$ cat src/rtl/enc512x9_pipe.sv
// enc512x9_pipe: 512-to-9 lowest-set-bit priority encoder, two registered stages with valid/ready.
// Optional ONEHOT_CHECK_EN adds an out_multi flag for vectors with more than one bit set.

module enc512x9_grp #(
    parameter int GW = 64
) (
    input  logic [GW-1:0]         v,
    output logic                  any,
    output logic [$clog2(GW)-1:0] idx
);
    localparam int IW = $clog2(GW);

    assign any = |v;

    // Scan high to low so the lowest set bit is the last writer.
    always_comb begin
        idx = '0;
        for (int i = GW - 1; i >= 0; i--)
            if (v[i]) idx = IW'(i);
    end
endmodule

module enc512x9_pipe #(
    parameter int NGRP = 8,
    parameter int GW   = 64
) (
    input  logic                           clk,
    input  logic                           reset,
    input  logic [NGRP*GW-1:0]             in_vec,
    input  logic                           in_valid,
    output logic                           in_ready,
    output logic [$clog2(NGRP*GW)-1:0]     out_idx,
    output logic                           out_none,
    output logic                           out_valid,
    input  logic                           out_ready,
    output logic                           out_multi
);
    localparam int IW  = $clog2(GW);
    localparam int GSW = $clog2(NGRP);
    localparam int OW  = $clog2(NGRP * GW);

    logic [NGRP-1:0][GW-1:0] grp_vec;
    logic [NGRP-1:0]         grp_any;
    logic [NGRP-1:0][IW-1:0] grp_idx;

    logic                    s1_valid;
    logic [NGRP-1:0]         s1_any;
    logic [NGRP-1:0][IW-1:0] s1_idx;

    logic          in_xfer, out_xfer, s2_load;
    logic [OW-1:0] nxt_idx;
    logic          nxt_none;

    assign grp_vec = in_vec;

    for (genvar g = 0; g < NGRP; g++) begin : g_grp
        enc512x9_grp #(.GW(GW)) u_grp (
            .v   (grp_vec[g]),
            .any (grp_any[g]),
            .idx (grp_idx[g])
        );
    end

    // s1 may refill on the same edge it drains into s2.
    assign s2_load  = s1_valid && (!out_valid || out_ready);
    assign in_ready = !s1_valid || !out_valid || out_ready;
    assign in_xfer  = in_valid && in_ready;
    assign out_xfer = out_valid && out_ready;

    always_ff @(posedge clk or posedge reset) begin
        if (reset) begin
            s1_valid <= 1'b0;
            s1_any   <= '0;
            s1_idx   <= '0;
        end else if (in_xfer) begin
            s1_valid <= 1'b1;
            s1_any   <= grp_any;
            s1_idx   <= grp_idx;
        end else if (s2_load) begin
            s1_valid <= 1'b0;
        end
    end

    always_comb begin
        nxt_none = ~|s1_any;
        nxt_idx  = '0;
        for (int g = NGRP - 1; g >= 0; g--)
            if (s1_any[g]) nxt_idx = {GSW'(g), s1_idx[g]};
    end

    always_ff @(posedge clk or posedge reset) begin
        if (reset) begin
            out_valid <= 1'b0;
            out_idx   <= '0;
            out_none  <= 1'b0;
        end else if (s2_load) begin
            out_valid <= 1'b1;
            out_idx   <= nxt_idx;
            out_none  <= nxt_none;
        end else if (out_xfer) begin
            out_valid <= 1'b0;
        end
    end

`ifdef ONEHOT_CHECK_EN
    logic [NGRP-1:0] grp_multi, s1_multi;

    // v & (v-1) clears the lowest set bit; anything left means two or more bits.
    for (genvar g = 0; g < NGRP; g++) begin : g_multi
        assign grp_multi[g] = |(grp_vec[g] & (grp_vec[g] - 1'b1));
    end

    always_ff @(posedge clk or posedge reset) begin
        if (reset)        s1_multi <= '0;
        else if (in_xfer) s1_multi <= grp_multi;
    end

    always_ff @(posedge clk or posedge reset) begin
        if (reset)        out_multi <= 1'b0;
        else if (s2_load) out_multi <= (|s1_multi) || (|(s1_any & (s1_any - 1'b1)));
    end
`else
    assign out_multi = 1'b0;
`endif
endmodule

$ cat config.mk
export PLATFORM = sky130hd
export DESIGN_NAME = enc512x9_pipe
export DESIGN_NICKNAME = d
export VERILOG_FILES = /design/src/rtl/enc512x9_pipe.sv
export SDC_FILE = /design/constraint.sdc
export NUM_CORES = 1
export LEC_CHECK = 0
export CAP_MARGIN = 20
export CORE_AREA = 2 2 206 208
export DETAILED_ROUTE_END_ITERATION = 10
export DIE_AREA = 0 0 208 210
export PLACE_DENSITY = 0.55
export REMOVE_ABC_BUFFERS = 1
export SLEW_MARGIN = 10
export SYNTH_ARGS = -nofsm -noshare
export SYNTH_HDL_FRONTEND = slang
export SYNTH_SLANG_ARGS = --single-unit
$ cat constraint.sdc
create_clock -name clk -period 2.2 [get_ports clk]
set_input_delay 0.22 -clock clk [delete_from_list [all_inputs] [get_ports clk]]
set_output_delay 0.22 -clock clk [all_outputs]
set_load 0.02 [all_outputs]
==> out/results.tsv <==
stage	metric	value	unit
critical_path	crit_arrival	2200	ps
global_route	antenna_found_initial	0	
final_layout	drive_above_1_share	5.44	%
timing	fin_setup_tns	0	ps
clock_network	post-cts-setup-buffers	0	
placed_design	placed_area	0.0155	mm²
clock_network	clkSinkCount	68	
logic_synthesis	synth-edff-count	0	
power_and_ir_drop	p_total	4.93	mW
logic_synthesis	synth-main-ff-cell	dfrtp_1	
detailed_routing	post_drt_wl_per_cell	19.1	µm
die	initial_utilization	21.9	%
die	die_h	210	µm
final_layout	syn_to_final_growth	73.8	%
timing	hold_viol_final	0	
timing	rsz0062_at_grt	false	
logic_synthesis	syn_inst	1413	
logic_synthesis	synth_cell_types	69	
detailed_routing	drc	0	
logic_synthesis	synth_xor_area_share	0	%
final_layout	multi_input_area	0.00692	mm²
clock_network	cts_tree	done	
timing	fin_skew	9.73	ps
run_status	status	completed	
placed_design	port_buffers	527	
detailed_routing	drt_iter0_markers	783	
timing	setup_viol	0	
logic_synthesis	synth_top_family_by_area	simple AND/OR/NAND/NOR gates	
critical_path	cp.required	2400	ps
logic_synthesis	synthTopCellsByArea	dfrtp_1 (19%), nor2_1 (10%), nor4_1 (8.2%), a21oi_1 (7.7%), nor3_1 (5.3%)	
timing	finalCriticalPeriod	2000	ps
critical_path	critical_path.top_delay_family	compound AO/OA/AOI/OAI gates	
logic_synthesis	yosysWarnings	0	
clock_network	cts_buffers	9	
critical_path	crit_chain	nor2b_1, buf_4, a221oi_1, nor3_1, a211oi_1, o31ai_1	
global_route	grt_max_degree	39	
final_layout	regArea	0.00170	mm²
logic_synthesis	synth-simple-area-share	41.4	%
final_layout	final_nets	2514	
critical_path	path_class	reg -> reg	
die	dieArea	0.0437	mm²
detailed_routing	drt_pass1_iterations	5	
detailed_routing	ant_nets	0	
logic_synthesis	synth_mux_area_share	0	%
timing	worst_pin_slew	811	ps
clock_network	clock-root-buffer	clkbuf_16	
logic_synthesis	netlist_area	0.00908	mm²
logic_synthesis	ys_seq_elements	68	
timing	slew_headroom	45.2	%
critical_path	path_max_fanout	10	
global_route	grt_pass1_vias	13500	
global_route	grtUsageTotal	21.5	%
power_and_ir_drop	power.density	312	mW/mm²
logic_synthesis	synth_seq_area_share	18.7	%
detailed_routing	wl	48600	µm
critical_path	slowest_stage	a211oi_1	
final_layout	stdcell_area	0.0158	mm²
logic_synthesis	synth_fa_ha_area_share	0	%
placed_design	gp_congestion	0.915	
critical_path	startpoint_type	flip-flop	
clock_network	cts_resized	0	
final_layout	fin_cells	2542	
clock_network	htree_levels	3	
detailed_routing	vias_per_cell	5.23	
clock_network	clock_path_buffers	2	
timing	max_freq	499	MHz
clock_network	clk_pin_slew_worst_paths	60	ps
logic_synthesis	synth_area_per_cell	6.43	µm²
die	ioPinCount	529	
final_layout	antenna_cells	0	
logic_synthesis	synth_compound_area_share	34.8	%
critical_path	endpoint_kind	flip-flop	
logic_synthesis	synth.largest_area_cell	dfrtp_1	
global_route	grt_overflow	0	
final_layout	fillerInstances	4385	
die	core-area	0.0415	mm²
timing	fin_crit_sh	91.1	%
placed_design	hpwl	42800	µm
job	drv_cap	0	
timing	maxSlewViolCount	0	
global_route	grt_pass1_wl	74900	µm
clock_network	clock_latency	340	ps
power_and_ir_drop	ir_drop	0.000258	V
min_path	hp-class	in -> async	
die	row_count	75	
placed_design	dp.cells	2526	
power_and_ir_drop	power.leakage	5.67	nW
critical_path	crit_buf_inv	1	
detailed_routing	vias	13300	
logic_synthesis	synth_top_area_share	18.7	%
logic_synthesis	async_flop_share	100	%
critical_path	max_stage_delay	540	ps
clock_network	hold_buffers	0	
die	die-width	208	µm
report_power, final:
| part | internal [mW] | switching [mW] |
|---|---|---|
| logic | 1.17 | 0.928 |
| clock network | 0.878 | 0.588 |
| registers | 1.31 | 0.0505 |
| total | 3.36 | 1.57 |
logic make-up (layout without fill, tap and decap cells):
group,after synthesis,in the layout
simple gates,741,741
buf+inv,119,709
other cells,1,1
flops,68,68
compound gates,484,484
routing by layer:
metal | GRT usage [%] | share of wire (%) | wire, µm
met1 | 25.8 | 42 | 20400
met2 | 38.8 | 49 | 24100
met3 | 4.84 | 6.3 | 3090
met4 | 5.36 | 2.1 | 1050
met5 | 0 | 0 | 0
cells in the mapped netlist, types with 17 or more instances:
master	n
dfrtp_1	68
nand2b_1	23
o41ai_1	17
o21ai_0	85
nor4_1	119
o21ai_1	18
nor3_1	96
nand3_1	38
a211oi_1	18
inv_1	97
a21oi_1	139
o21bai_1	19
a31oi_1	23
nor2_1	241
nand2_1	103
or4_1	27
a221oi_1	19
nor2b_1	32
o31ai_1	37
path summary, 6_finish.rpt:
| path | to | slack [ps] | from | cells past startpoint |
|---|---|---|---|---|
| hold reg to reg | out_idx[6]$_DFFE_PP0P_ | 480 | out_idx[6]$_DFFE_PP0P_ | 2 |
| setup reg to reg | out_idx[2]$_DFFE_PP0P_ | 200 | s1_any[6]$_DFFE_PP0P_ | 6 |
| hold / removal | s1_idx[25]$_DFFE_PP0P_ | 190 | reset | 2 |
| max in group asynchronous | s1_idx[22]$_DFFE_PP0P_ | 1440 | reset | 3 |
| min in group clk | out_idx[6]$_DFFE_PP0P_ | 480 | out_idx[6]$_DFFE_PP0P_ | 2 |
| setup / recovery | out_idx[2]$_DFFE_PP0P_ | 200 | s1_any[6]$_DFFE_PP0P_ | 6 |
worst reg2reg max path, stage by stage (launching register included):
cell and delay (ps):
dfrtp_1 520, nor2b_1 110, buf_4 170, a221oi_1 240
nor3_1 140, a211oi_1 540, o31ai_1 140
cell type report:
type	instances	share of cell area (%)
Tap cell	539	4.27
Timing Repair Buffer	595	36.9
Inverter	98	2.34
Clock buffer	10	1.45
Sequential cell	68	10.8
Multi-Input combinational cell	1226	43.9
Clock inverter	6	0.412
layout by cell type, fill, tap and decap left out, types with 8 or more instances in the layout:
| cell type | n |
|---|---|
| o21ai_0 | 85 |
| or2_2 | 8 |
| o211ai_1 | 8 |
| o41ai_1 | 17 |
| buf_4 | 65 |
| a31oi_1 | 23 |
| a21oi_1 | 139 |
| o21a_1 | 10 |
| o311ai_0 | 14 |
| dfrtp_1 | 68 |
| nand4_1 | 8 |
| nor4_1 | 119 |
| or4_1 | 27 |
| o21bai_1 | 19 |
| a2111oi_0 | 8 |
| inv_1 | 96 |
| o31a_1 | 9 |
| nor2_1 | 241 |
| clkdlybuf4s50_1 | 527 |
| nand3_1 | 38 |
| nand2b_1 | 23 |
| clkbuf_16 | 9 |
| a221oi_1 | 19 |
| o21ai_1 | 18 |
| a22o_1 | 9 |
| nor2b_1 | 32 |
| nor3_1 | 96 |
| a211oi_1 | 18 |
| nand2_1 | 103 |
| o31ai_1 | 37 |
state kept, by name, indices dropped and copies added, names as in the netlist:
name and flops:
s1_idx 48, out_idx 9, s1_any 8, out_none 1, out_valid 1, s1_valid 1
per-stage QoR:
| step | hold slack [ps] | worst slack [ps] | utilization [%] |
|---|---|---|---|
| after detailed placement | 472 | -30.5 | 37.3 |
| after global placement | 466 | -104 | 37.3 |
| after floorplan | 319 | 155 | - |
| after global routing | 223 | 53.7 | 38.1 |
| final | 187 | 196 | 38.1 |
| after CTS | 199 | 224 | 38.1 |
No activity file was read; power rests on OpenSTA's default activity.
